## src/rtl/ysyx_23060236_rd_arbiter.sv

```systemverilog
`default_nettype none
// ============================================================================
// Module   : ysyx_23060236_rd_arbiter
// Brief    : Two-requester AXI4 read-channel arbiter (IFU bursts, LSU single
//            beats) onto one downstream AXI read slave port. Round-robin
//            grant held for the whole transaction, beat counting against
//            slave RLAST, and a watchdog that answers a hung transaction
//            with SLVERR.
// Ports    : clock/reset   - clock, asynchronous active-low reset
//            ifu_*         - IFU AR/R channel (burst capable, provides rlast)
//            lsu_*         - LSU AR/R channel (single beat)
//            s_*           - downstream AXI read slave port
//            timeout_err   - sticky, watchdog has fired
//            last_err      - sticky, slave RLAST disagreed with beat count
// Revision : 1.0 - initial release
// ============================================================================
module ysyx_23060236_rd_arbiter #(
    parameter int TIMEOUT = 256,
    parameter int CNT_W   = 9
) (
    input  logic        clock,
    input  logic        reset,

    input  logic [31:0] ifu_araddr,
    input  logic        ifu_arvalid,
    output logic        ifu_arready,
    input  logic [3:0]  ifu_arlen,
    input  logic [1:0]  ifu_arburst,
    output logic [31:0] ifu_rdata,
    output logic [1:0]  ifu_rresp,
    output logic        ifu_rlast,
    output logic        ifu_rvalid,
    input  logic        ifu_rready,

    input  logic [31:0] lsu_araddr,
    input  logic [2:0]  lsu_arsize,
    input  logic        lsu_arvalid,
    output logic        lsu_arready,
    output logic [31:0] lsu_rdata,
    output logic [1:0]  lsu_rresp,
    output logic        lsu_rvalid,
    input  logic        lsu_rready,

    output logic [31:0] s_araddr,
    output logic [7:0]  s_arlen,
    output logic [2:0]  s_arsize,
    output logic [1:0]  s_arburst,
    output logic        s_arvalid,
    input  logic        s_arready,
    input  logic [31:0] s_rdata,
    input  logic [1:0]  s_rresp,
    input  logic        s_rlast,
    input  logic        s_rvalid,
    output logic        s_rready,

    output logic        timeout_err,
    output logic        last_err
);

    typedef enum logic [1:0] {
        IDLE = 2'd0,
        ADDR = 2'd1,
        DATA = 2'd2,
        ERR  = 2'd3
    } state_t;

    localparam logic             c_gnt_ifu = 1'b0;
    localparam logic             c_gnt_lsu = 1'b1;
    localparam logic [CNT_W-1:0] c_timeout = CNT_W'(TIMEOUT);
    localparam logic [1:0]       c_slverr  = 2'b10;

    state_t           state_q, state_d;
    logic             grant_q, grant_d;
    logic             last_served_q, last_served_d;
    logic [3:0]       beat_q, beat_d;
    logic [3:0]       exp_len_q, exp_len_d;
    logic [CNT_W-1:0] wdog_q, wdog_d;
    logic             timeout_err_q, timeout_err_d;
    logic             last_err_q, last_err_d;

    logic w_gnt_arvalid;
    logic w_gnt_rready;
    logic w_beat_last;
    logic w_ar_hs;
    logic w_r_hs;

    assign w_gnt_arvalid = (grant_q == c_gnt_lsu) ? lsu_arvalid : ifu_arvalid;
    assign w_gnt_rready  = (grant_q == c_gnt_lsu) ? lsu_rready  : ifu_rready;
    assign w_beat_last   = (beat_q == exp_len_q);
    assign w_ar_hs       = (state_q == ADDR) && w_gnt_arvalid && s_arready;
    assign w_r_hs        = (state_q == DATA) && s_rvalid && w_gnt_rready;

    assign timeout_err = timeout_err_q;
    assign last_err    = last_err_q;

    // ------------------------------------------------------------------
    // Next-state logic
    // ------------------------------------------------------------------
    always_comb begin
        state_d       = state_q;
        grant_d       = grant_q;
        last_served_d = last_served_q;
        beat_d        = beat_q;
        exp_len_d     = exp_len_q;
        wdog_d        = wdog_q;
        timeout_err_d = timeout_err_q;
        last_err_d    = last_err_q;

        case (state_q)
            IDLE: begin
                wdog_d = '0;
                if (ifu_arvalid && lsu_arvalid) begin
                    // Contention: the side that was not served last wins.
                    grant_d = (last_served_q == c_gnt_ifu) ? c_gnt_lsu : c_gnt_ifu;
                    state_d = ADDR;
                end else if (ifu_arvalid) begin
                    grant_d = c_gnt_ifu;
                    state_d = ADDR;
                end else if (lsu_arvalid) begin
                    grant_d = c_gnt_lsu;
                    state_d = ADDR;
                end
            end

            ADDR: begin
                if (w_ar_hs) begin
                    state_d   = DATA;
                    exp_len_d = (grant_q == c_gnt_lsu) ? 4'd0 : ifu_arlen;
                    beat_d    = 4'd0;
                    wdog_d    = '0;
                end else begin
                    wdog_d = wdog_q + 1'b1;
                    if (wdog_d == c_timeout) begin
                        state_d       = ERR;
                        timeout_err_d = 1'b1;
                    end
                end
            end

            DATA: begin
                if (w_r_hs) begin
                    wdog_d = '0;
                    beat_d = beat_q + 4'd1;
                    // Completion is decided by our own count; a disagreeing
                    // slave RLAST is only recorded.
                    if (s_rlast != w_beat_last) begin
                        last_err_d = 1'b1;
                    end
                    if (w_beat_last) begin
                        last_served_d = grant_q;
                        state_d       = IDLE;
                    end
                end else begin
                    wdog_d = wdog_q + 1'b1;
                    if (wdog_d == c_timeout) begin
                        state_d       = ERR;
                        timeout_err_d = 1'b1;
                    end
                end
            end

            ERR: begin
                wdog_d = '0;
                if (w_gnt_rready) begin
                    last_served_d = grant_q;
                    state_d       = IDLE;
                end
            end

            default: begin
                state_d = IDLE;
            end
        endcase
    end

    // ------------------------------------------------------------------
    // State registers
    // ------------------------------------------------------------------
    always_ff @(posedge clock or negedge reset) begin
        if (!reset) begin
            state_q       <= IDLE;
            grant_q       <= c_gnt_ifu;
            last_served_q <= c_gnt_lsu;
            beat_q        <= 4'd0;
            exp_len_q     <= 4'd0;
            wdog_q        <= '0;
            timeout_err_q <= 1'b0;
            last_err_q    <= 1'b0;
        end else begin
            state_q       <= state_d;
            grant_q       <= grant_d;
            last_served_q <= last_served_d;
            beat_q        <= beat_d;
            exp_len_q     <= exp_len_d;
            wdog_q        <= wdog_d;
            timeout_err_q <= timeout_err_d;
            last_err_q    <= last_err_d;
        end
    end

    // ------------------------------------------------------------------
    // Channel steering, decoded from the registered state and grant
    // ------------------------------------------------------------------
    always_comb begin
        ifu_arready = 1'b0;
        ifu_rdata   = 32'd0;
        ifu_rresp   = 2'b00;
        ifu_rlast   = 1'b0;
        ifu_rvalid  = 1'b0;
        lsu_arready = 1'b0;
        lsu_rdata   = 32'd0;
        lsu_rresp   = 2'b00;
        lsu_rvalid  = 1'b0;
        s_araddr    = 32'd0;
        s_arlen     = 8'd0;
        s_arsize    = 3'b000;
        s_arburst   = 2'b00;
        s_arvalid   = 1'b0;
        s_rready    = 1'b0;

        case (state_q)
            ADDR: begin
                s_arvalid = w_gnt_arvalid;
                if (grant_q == c_gnt_lsu) begin
                    s_araddr    = lsu_araddr;
                    s_arsize    = lsu_arsize;
                    lsu_arready = s_arready;
                end else begin
                    s_araddr    = ifu_araddr;
                    s_arlen     = {4'd0, ifu_arlen};
                    s_arsize    = 3'b010;
                    s_arburst   = ifu_arburst;
                    ifu_arready = s_arready;
                end
            end

            DATA: begin
                s_rready = w_gnt_rready;
                if (grant_q == c_gnt_lsu) begin
                    lsu_rvalid = s_rvalid;
                    lsu_rdata  = s_rdata;
                    lsu_rresp  = s_rresp;
                end else begin
                    ifu_rvalid = s_rvalid;
                    ifu_rdata  = s_rdata;
                    ifu_rresp  = s_rresp;
                    ifu_rlast  = w_beat_last;
                end
            end

            ERR: begin
                // Synthesised SLVERR beat; the slave side stays quiet.
                if (grant_q == c_gnt_lsu) begin
                    lsu_rvalid = 1'b1;
                    lsu_rresp  = c_slverr;
                end else begin
                    ifu_rvalid = 1'b1;
                    ifu_rresp  = c_slverr;
                    ifu_rlast  = 1'b1;
                end
            end

            default: begin
            end
        endcase
    end

endmodule
`default_nettype wire

```

## config.mk

```make
export PLATFORM = sky130hd
export DESIGN_NAME = ysyx_23060236_rd_arbiter
export DESIGN_NICKNAME = d
export VERILOG_FILES = /design/src/rtl/ysyx_23060236_rd_arbiter.sv
export SDC_FILE = /design/constraint.sdc
export NUM_CORES = 1
export LEC_CHECK = 0
export ABC_AREA = 1
export BUFFER_PORTS_ARGS = -buffer_cell sky130_fd_sc_hd__buf_2
export CELL_PAD_IN_SITES_DETAIL_PLACEMENT = 0
export CELL_PAD_IN_SITES_GLOBAL_PLACEMENT = 1
export CORE_AREA = 5 5 141 89
export DETAILED_ROUTE_END_ITERATION = 6
export DIE_AREA = 0 0 146 94
export HOLD_SLACK_MARGIN = 0.05
export PLACE_DENSITY_LB_ADDON = 0.1
export REMOVE_ABC_BUFFERS = 1
export SYNTH_ARGS = -nofsm -noshare
export SYNTH_HDL_FRONTEND = slang
export SYNTH_SLANG_ARGS = --single-unit
```

## constraint.sdc

```tcl
create_clock -name clock -period 1.9 [get_ports clock]
set_input_delay 0.095 -clock clock [delete_from_list [all_inputs] [get_ports clock]]
set_output_delay 0.095 -clock clock [all_outputs]
set_load 0.005 [all_outputs]
```

==> impl_summary.md, run 1 <==
Min path
The path class of the tightest hold or removal check is in2reg.

Detailed routing
In the routed layout, each cell is associated on average with a via count of 4.121. The length of the first detailed-routing pass in iterations is 6. The first-iteration detailed-routing DRC count is 143.

The number of nets with antenna violations after detailed routing is 0. The average wire per standard cell is 13.12 um. The routed layout has 3260 vias. In the routed design, unresolved DRC markers number 0. The routed wire length is 10380 um.

Logic synthesis
Synthesis inferred 23 register bits. The synthesized area divided by synthesized cell count is 5.701 um^2. The netlist area before placement is 0.002389 mm^2. Sequential cells were found to cover 24.15% of the synthesized design area. In this run, synthesis inferred 0 flip-flops with an integrated enable. The Yosys step of the flow raised 0 warnings. The count of mapped cells out of synthesis is 419. The distinct cell type count of the synthesized netlist is 35. The async set or reset register ratio after synthesis is 100.0%.

The commonest register cell after synthesis is dfrtp_1.

Timing
Setup repair after global routing left no endpoint under its margin. At the pin with the least slew margin, the transition time is 527.4 ps. The top achievable clock speed is 569.8 MHz. The number of pins with negative max-slew slack in the final report came to 0. The worst max-slew margin expressed relative to the limit is 64.84%. The final number of setup-violating endpoints is 0. The final count of hold timing violations came to 0. For the finished layout, the period the worst path requires is 1755 ps. On the final layout, the worst clock skew is 1.880 ps.

The worst path uses 92.37% of the clock period.

Clock network
In this run the clock root is driven by a clkbuf_16. Buffers added to address setup during post-CTS repair amount to 0. The TritonCTS clock tree is done. The clock edge transition at the registers on the reported setup and hold paths is 60 ps. CTS built an H-tree with a depth of 1. The number of sinks driven by the clock tree is 23. The clock passes through at most 2 buffers.

The clock reaches the later pin of the worst-skew pair after 250 ps. Clock tree synthesis inserted a total of 3 buffers.

Layout
The area growth from synthesis to layout is 59.98%. In the final design database the tool counted 771 nets. The post-route non-filler standard cell count is 791. The antenna diode count is 0. The total of fill cells in the finished design is 1265. The share of final-layout standard cells stronger than drive strength 1 is 41.73%.

Place
The number of placed instances with taps included is 786. At the end of routability-driven placement, the weighted congestion stood at 0.8259. The HPWL after detailed placement is 8844 um. During placement, the flow inserted port buffers numbering 233.

Worst setup path
STA classifies the critical path endpoint as an output pin. Along the worst path, the maximum fanout reaches 33. The startpoint class of the critical path is a register.

The worst setup path is of the reg2out kind. The data required time at the worst endpoint is 1800 ps. STA puts the critical path data arrival time at 1660 ps.

Die
The floorplan die area is 0.01372 mm^2. After floorplanning, the core was sized to cover 0.01107 mm^2. The I/O pin count is 238. From bottom edge to top edge, the die measures 94 um. The total number of placement rows is 30. The initial utilization of the core area, before any placement, comes to 21.57%. The floorplan die width is 146 um.

Global routing
The maximum number of pins on one net before global-route repair is 34. The first global-routing pass estimated 15290 um of wire. After global routing the overflow that remains totals 0. The number of antenna violations at the first check in global routing came to 0. Global routing used 13.36% of the available tracks. The number of global-route vias before repair is 3060.

Pwr
The leakage power of the design is 2.474 nW. VDD sags by at most 0.5969 mV. The total design power is 4.068 mW. The power density over the cells is 1065 mW/mm^2.

Job
The tool flagged a number of max-cap violations equal to 0.

Status
The flow ran to the end, and the final reports show no timing, DRC or antenna violations.
[flip-flops by register name, summed over array words and instances, names as in the netlist]
signal         count
state_q            2
timeout_err        1
exp_len_q          4
wdog_q             9
beat_q             4
grant_q            1
last_err           1
last_served_q      1
[power breakdown]
group / internal [mW] / switching [mW] / leakage, nW
logic: 1.16 / 1.69 / 2.13
registers: 0.623 / 0.148 / 0.303
clock network: 0.286 / 0.162 / 0.0382
[cell usage in the layout, fill, tap and decap left out, types with 2 or more instances in the layout]
cell and instances:
nor2_2 2, nor2_1 98, nand2_2 6, clkbuf_16 3
conb_1 4, nand3_1 9, nand2_1 115, o21bai_1 5
dfrtp_1 21, o31ai_1 6, a21oi_1 40, inv_2 5
nor2_4 2, inv_1 55, xor2_1 6, buf_2 233
o21ai_1 2, buf_4 8, ha_1 6
[final timing paths]
path	startpoint	endpoint	slack, ps	cells past startpoint
worst max-delay path	grant_q	ifu_rdata[31]	140	6
worst min-delay path	ifu_arlen[1]	exp_len_q[1]	100	3
worst max register to register	state_q[0]	beat_q[0]	210	10
worst min register to register	last_served_q	last_served_q	480	2
max in group asynchronous	reset	grant_q	1170	2
min in group asynchronous	reset	wdog_q[0]	350	2
[final cells by class]
cell class / instances / area [um^2] / area share, %
tap: 144 / 180.2 / 4.715
clock buffer: 4 / 78.83 / 2.063
multi-input combinational: 314 / 1473 / 38.54
inverter: 61 / 229.0 / 5.992
sequential: 23 / 578.1 / 15.13
timing repair buffer: 245 / 1282 / 33.56
[per-stage QoR]
| stage | TNS (ps) | setup slack, ps | instance area [um^2] | hold WS, ps | utilization, % |
|---|---|---|---|---|---|
| 6_report | 0 | 144.9 | 3821 | 101.3 | 34.51 |
| 5_1_grt | 0 | 14.36 | 3821 | 110.2 | 34.51 |
| 4_1_cts | 0 | 62.30 | 3807 | 98.65 | 34.38 |
| 3_5_place_dp | 0 | 171.2 | 3717 | 111.1 | 33.57 |
| 3_3_place_gp | 0 | 166.6 | 3717 | 115.2 | 33.57 |
| 2_1_floorplan | -21650 | -446.2 | 2276 | -200.6 | - |
[cells in the mapped netlist, types with 2 or more instances]
| cell type | n | share of area [%] |
|---|---|---|
| nor2_4 | 2 | 0.94 |
| ha_1 | 7 | 3.7 |
| o21bai_1 | 5 | 1.6 |
| nand2_2 | 6 | 1.6 |
| buf_2 | 9 | 1.9 |
| xor2_1 | 6 | 2.2 |
| inv_1 | 55 | 8.6 |
| a21oi_1 | 40 | 8.4 |
| o31ai_1 | 6 | 1.9 |
| nand3_1 | 9 | 1.9 |
| dfrtp_1 | 22 | 23 |
| nor2_1 | 98 | 15 |
| nand2_1 | 115 | 18 |
| buf_4 | 4 | 1.3 |
| nor2_2 | 2 | 0.52 |
| o21ai_1 | 2 | 0.42 |
| inv_2 | 5 | 0.79 |
| buf_1 | 2 | 0.31 |
| clkbuf_1 | 8 | 1.3 |
[timing repair]
item / 4_1_cts / 5_1_grt
cloned: 0 / 0
gates resized for setup: 1 / 4
hold endpoints to repair: 22 / 0
endpoints found under the setup margin: 26 / 29
hold buffers: 1 / 0
[kinds of logic after synthesis]
kind of cell / share of synthesized area [%]
adders and majority gates: 3.667
AOI/OAI and AO/OA: 14.72
other: 0.1570
DFF: 24.15
and+or+nand+nor: 39.97
buffers and inverters: 14.77
xor gates and xnor gates: 2.567
[routing by layer]
layer	vias to the layer above	part of all wire, %	GRT usage, %
met3	2	5.7	2.941
li1	1716	-	-
met5	-	0	0
met4	0	0.18	0.9390
met2	96	51	24.78
met1	1446	43	16.68
[critical path: stages, from the launching register on]
cell	delay, ps
dfrtp_2	480
inv_2	140
buf_4	210
nand2_1	100
buf_6	200
nor2_1	120
buf_2	130
Power figures use the tool's default switching activity.
==> run 2: changes to the inputs <==
Settings changed: CTS_CLUSTER_DIAMETER set to 100, PLACE_DENSITY set to 0.79, PLACE_DENSITY_LB_ADDON 0.1 to not set.
==> run 2 against run 1 <==
Design area fell by 0.72%. Via count rose by 2.2%. Final cell count fell by 0.38%. Wire length rose by 2.0%. Combinational power fell by 4%. Maximum frequency fell by 3.2%. Worst setup slack got worse by 59 ps. Sequential cell count did not move. Utilization fell by 0.25 points. Clock skew rose by 4.2 ps. First-iteration DRC count rose by 7.0%. Sequential share of layout area rose by 0.077 points.
==> impl_summary.md, run 2 (synthesis gave the netlist of run 1 again) <==
Worst setup path
The cell type of the slowest stage on the worst timing path is dfrtp_1. In this run the worst path has a maximum fanout of 34. The critical setup path kind is reg2out.

Data on the critical path is required at its endpoint by 1800 ps. Broken down by cell family, the worst path's largest delay share belongs to buffers and inverters. The signal on the critical path passes through inv_1, ha_1, nand2_1, buf_4, o22ai_1, buf_2. The startpoint class of the critical path is a register.

The number of buffer and inverter stages on the critical path is 3. The capturing element type of the critical path is an output pin. The maximum cell stage delay along the critical path is 410 ps. The worst register-to-register path has a setup slack of 190 ps. The data arrival time of the critical path is 1720 ps.

Die
The floorplan step defined a core boundary enclosing 0.01107 mm^2. The floorplan step defined a die boundary enclosing 0.01372 mm^2. The die is 146 um wide.

The total number of placement rows is 30. The overall die height is 94 um. For this configuration, the core starts out at a cell density of 21.57%. The I/O pin count is 238.

Clock network
TritonCTS built the clock tree. Buffers inserted during clock tree synthesis total 3. The number of sinks driven by the clock tree is 23. The number of buffers added for setup after CTS is 0.

The longest clock path from root to sink contains 2 buffers. For the worst-skew pair, the clock arrives at the later sink with an insertion delay of 260 ps. CTS built an H-tree with a depth of 1. The clock edge transition at the registers on the reported setup and hold paths is 60 ps.

The cell chosen for the clock root is clkbuf_16.

Layout
The core utilization of the finished layout is 34.26%. The largest registers in the layout are wdog_q x9, beat_q x4, exp_len_q x4. The multi-input gate area in the final layout is 0.001473 mm^2. In the final layout, the share of cells above drive strength 1 is 41.46%. The post-route non-filler standard cell count is 788. Leaving out fill and tap cells, the most frequent cell in the layout is buf_2. The sequential cell area is 576.8 um^2. The antenna diode count is 0. Compared with the post-synthesis result, the final layout area differs by 58.83%. Summing all non-filler instances in the final layout gives an area of 0.003794 mm^2. The flip-flop count of the largest register after layout is 9. The top cell types in the final layout, fill and taps aside, are 233 x buf_2, 114 x nand2_1, 98 x nor2_1, 55 x inv_1, 40 x a21oi_1.

The top register by number of flip-flops is wdog_q. The filler cells instantiated in the layout total 1208. The number of nets in the layout is 768.

Pwr
Total power for the finished layout comes to 3.984 mW. The peak ir drop on the vdd network is 0.5032 mV. The clock share of power is 12.1%.

For this design the static power due to leakage is 2.462 nW. The power dissipated by switching net loads is 1.992 mW. The sequential group share of total power is 19.1%. The power share of the combinational group is 68.8%. The power density over the cells is 1050 mW/mm^2. The switching part of the total power is 50.01%. The internal power of the cells totals 1.991 mW.

Place
OpenSTA, run right after detailed placement, puts the worst setup slack at 215.8 ps. After detailed placement, the design holds a cell count of 783. The HPWL after detailed placement is 9103 um. The number of input and output port buffers inserted is 233.

The area of placed instances is 0.003695 mm^2. The congestion estimate from routability-driven global placement came to 0.8606.

Detailed routing
Wires add up to 10580 um. The average via count per standard cell is 4.227. After detailed routing, the number of remaining DRC violations is 0. The final route contains 3331 vias.

In the final routed layout, each cell accounts on average for 13.43 um. The first-iteration detailed-routing DRC count is 153. In this run the remaining antenna-violating nets after routing total 0. The first TritonRoute pass finished after 4 iterations.

Timing
The final count of hold timing violations is 0. The number of pins with negative max-slew slack in the final report is 0. The post-route clock period utilization is 95.47%. At the pin with the least slew margin, the transition time is 558.8 ps. Measured against its own limit, the worst slew margin works out to 62.74%. The time the final worst path needs with I/O delays and setup is 1814 ps. The setup skew after layout is 6.122 ps. The final worst hold slack is 96.08 ps. The final number of setup-violating endpoints is 0.

The least setup slack across all paths after layout is 86.09 ps. Timing would allow up to 551.3 MHz. The total negative slack for setup checks is 0 ps.

Setup repair after global routing left no endpoint under its margin.

Job
Across the run, the number of max-cap violations was 0.

Global routing
The number of global-route vias before repair is 3093. The overall track demand over capacity in global routing is 14.12%. Entering global routing, the biggest net connects 35 pins. The number of antenna violations at the first check in global routing is 0. The first global-routing pass estimated 15950 um of wire. For this run the aggregate overflow at the end of global routing stands at 0.

Status
The flow ran to the end, and the final reports show no timing, DRC or antenna violations.

Min path
The worst min-delay path class is in2reg.
==> run 2: cell count changes in the layout (fill, tap and decap cells not counted), sizes merged <==
cell      before  now
buf          244  241
clkinvlp       0    1
clkbuf         4    3
==> run 2: path summary, 6_finish.rpt <==
path / end / start / cells after the start
min in group asynchronous: wdog_q[1] / reset / 2
max in group asynchronous: last_served_q / reset / 2
setup reg to reg: beat_q[1] / state_q[0] / 7
setup / recovery: ifu_rlast / state_q[0] / 6
hold / removal: grant_q / lsu_arvalid / 3
hold reg to reg: last_err / last_err / 1
==> run 2: metal layers <==
layer  share of wire [%]  GRT usage, %  up-vias  wire [um]
met5                   0             0        -          0
li1                    -             -     1708          -
met2                  50         25.59      148       5257
met1                  42         18.29     1473       4441
met4                0.18        0.9390        0         19
met3                 8.2         2.797        2        866
==> run 2: power groups by stage <==
stage	logic, mW	clock network (mW)	registers (mW)
after floorplan	1.47	0	0.805
after global placement	2.73	0	0.761
after detailed placement	2.75	0	0.768
after CTS	2.76	0.491	0.760
after global routing	3.10	0.508	0.779
final	2.74	0.482	0.762
==> run 2: worst min-delay path: cells and delay by family <==
kind | cells | cell delay, ps
buffers and inverters | 1 | 100
and+or+nand+nor | 2 | 130
==> run 2: repair_timing <==
item | CTS | global route
endpoints found under the hold margin | 22 | 0
hold buffers | 1 | 0
setup endpoints to repair | 0 | 8
resized for setup | 0 | 2
==> run 2: area by class of cell <==
type / instances / share of cell area (%)
clock inverter: 1 / 0.1979
clock buffer: 3 / 1.979
tap: 144 / 4.749
inverter: 61 / 6.036
timing repair buffer: 242 / 33.01
multi-input combinational: 314 / 38.82
sequential: 23 / 15.20
==> run 3: changes to the inputs <==
==> constraint.sdc (replaced) <==
create_clock -name clock -period 1.9 [get_ports clock]
set_input_delay 0.19 -clock clock [delete_from_list [all_inputs] [get_ports clock]]
set_output_delay 0.19 -clock clock [all_outputs]
set_load 0.005 [all_outputs]
==> run 3 against run 2 <==
Combinational power up 2%. Sequential power down 0.7%. Wire length down 0.24%. Worst setup slack worse by 23 ps.
==> impl_summary.md, run 3 (synthesis gave the netlist of run 1 again) <==
Clock network
At the later pin of the worst-skew pair, clock insertion delay measures 260 ps. CTS placed an instance of clkbuf_16 at the clock tree root. The level count of the clock H-tree is 1. The clock edge transition at the registers on the reported setup and hold paths is 60 ps. TritonCTS built the clock tree. For this design, the sink count on the clock tree is 23. After clock tree synthesis, the setup repair step added 0 buffers.

The maximum clock path buffer count is 2. The number of buffers added by the clock tree synthesis step is 3.

Pwr
For this design the static power due to leakage is 2.465 nW. The power density over the cells is 1051 mW/mm^2. Overall power consumption after layout is estimated at 4.011 mW. The worst-case IR drop observed on VDD is 0.5078 mV.

Timing
The worst max-slew margin expressed relative to the limit is 64.98%. Across the routed clock network, the largest skew measured is 6.463 ps. Setup repair after global routing left no endpoint under its margin. Setup violations remaining at the end of the flow were counted as 0. The slew at the pin closest to its max-slew limit is 525.3 ps.

The clock period could shrink to 1837 ps. The number of pins with negative max-slew slack in the final report is 0. The final count of hold timing violations is 0. In the final timing run, aggregate negative setup slack is 0 ps. Timing would allow up to 544.3 MHz.

Of the available clock period, the critical path in the final layout requires 96.69%.

Worst setup path
Across all register-to-register paths, the minimum setup slack is 170 ps. The critical setup path kind is reg2out. The cell type of the slowest stage on the worst timing path is dfrtp_1. The maximum cell stage delay along the critical path is 420 ps. The terminus of the critical flop-to-flop path is beat_q[1]. The data required time at the worst endpoint is 1710 ps. The signal on the critical path passes through inv_1, ha_4, nand2_1, buf_12, nor2_1, buf_2. The worst setup path endpoint is lsu_rdata[7]. Measured in cells, the most critical reg-to-reg path has a length of 8.

For the worst setup path, the data arrival time is 1650 ps. In this run the worst path has a maximum fanout of 33. The worst setup path is captured at an output pin.

The reg-to-reg critical path startpoint is state_q[1]. The beginning of the critical path is state_q[0]. The startpoint class of the critical path is a register.

Detailed routing
The number of nets with antenna violations after detailed routing is 0. Summing over every cut layer, the via total after detailed routing is 3397. The pre-antenna-repair detailed-routing pass consisted of 5 iterations. In the routed design, unresolved DRC markers number 0. The average via count per standard cell is 4.316. The first-iteration detailed-routing DRC count is 120.

The routed wire length is 10560 um. Dividing the detail-routed wire length by the instance count gives 13.42 um.

Layout
The largest registers in the layout are wdog_q x9, beat_q x4, exp_len_q x4. Leaving out fill and tap cells, the most frequent cell in the layout is buf_2. The total of fill cells in the finished design is 1200.

The repair_antennas step left the layout with diodes totalling 0. The share of final-layout standard cells stronger than drive strength 1 is 41.37%. The area growth from synthesis to layout is 59.72%.

The number of nets in the layout is 767. Leaving out fill and tap cells, the most frequent cells in the layout are 233 x buf_2, 114 x nand2_1, 98 x nor2_1, 55 x inv_1, 40 x a21oi_1. The summed area of non-filler cells in the final layout is 0.003815 mm^2.

The flip-flop count of the largest register after layout is 9. The core utilization of the finished layout is 34.45%. The top register by number of flip-flops is wdog_q.

Die
The floorplan die width is 146 um. Once the floorplan was initialized, standard cells occupied 21.57% of the core. For this design the top-level I/O count stands at 238. The floorplan die area is 0.01372 mm^2.

The area of the core is 0.01107 mm^2. The floorplan step set the die height to 94 um. The floorplan has 30 rows.

Place
The HPWL after detailed placement is 9088 um. Buffers placed on the I/O ports in this run total 233. The area of placed instances is 0.003700 mm^2. The routability-driven placement congestion ratio is 0.8505.

Global routing
The aggregate global routing overflow is 0. Entering global routing, the biggest net connects 36 pins. The number of antenna violations at the first check in global routing is 0. For this run, the total global-route usage over all layers was measured as 13.99%. The first global-routing pass estimated 15860 um of wire. The number of global-route vias before repair is 3126.

Min path
In this run the worst hold path is classified as in2reg. The worst hold path startpoint is lsu_arvalid.

Job
Max-cap violations in this run came to 0.

Status
The run finished with clean final reports.
-- run 3: cell types whose count changed in the layout (fill, tap and decap cells not counted), sizes merged --
cell	change
buf	-1
clkbuf	+1
clkinvlp	-1
-- run 3: layer usage --
layer | vias to the layer above | share of wire [%] | track usage [%]
met4 | 0 | 0.45 | 1.408
met5 | - | 0 | 0
met2 | 144 | 50 | 26.13
met3 | 4 | 6.9 | 2.652
met1 | 1545 | 43 | 17.41
li1 | 1704 | - | -
-- run 3: worst min-delay path by stage --
| stage | to | slack [ps] | cells after the start |
|---|---|---|---|
| final | grant_q | 200 | 3 |
| after global routing | grant_q | 230 | 3 |
| after CTS | grant_q | 200 | 3 |
| after detailed placement | wdog_q[1] | 200 | 1 |
| after global placement | wdog_q[1] | 180 | 1 |
| after floorplan | beat_q[0] | -110 | 0 |
-- run 3: what timing repair did --
action,CTS,global route
endpoints found under the hold margin,22,0
hold buffers,1,0
resized for setup,2,4
endpoints found under the setup margin,9,26
-- run 3: worst max-delay path: cells and delay by family, from the launching register on --
kind	cells	cell delay (ps)
flip-flops	1	420
adder cells (fa/ha/maj)	1	210
AND/OR/NAND/NOR	2	260
buffers and inverters	3	490
-- run 3: metrics by stage --
stage / std cells / hold WS, ps / worst slack [ps]
after global placement: 782 / 183.1 / 170.9
after floorplan: 398 / -105.6 / -541.2
final: 787 / 200.8 / 62.92
after CTS: 787 / 199.7 / 3.143
after detailed placement: 782 / 202.4 / 73.21
after global routing: 787 / 225.3 / 9.180
-- run 3: cell type report --
type,count,area [um^2],area share (%)
multi-input cells,314,1485,38.93
well taps,144,180.2,4.723
clock buffers,4,78.83,2.066
repair buffers,241,1265,33.16
flip-flops and latches,23,576.8,15.12
inverters,61,229.0,6.002
-- run 3: power by group --
group	switching, mW	internal, mW	total, mW
clock	0.170	0.286	0.456
combinational	1.68	1.11	2.80
sequential	0.136	0.621	0.757
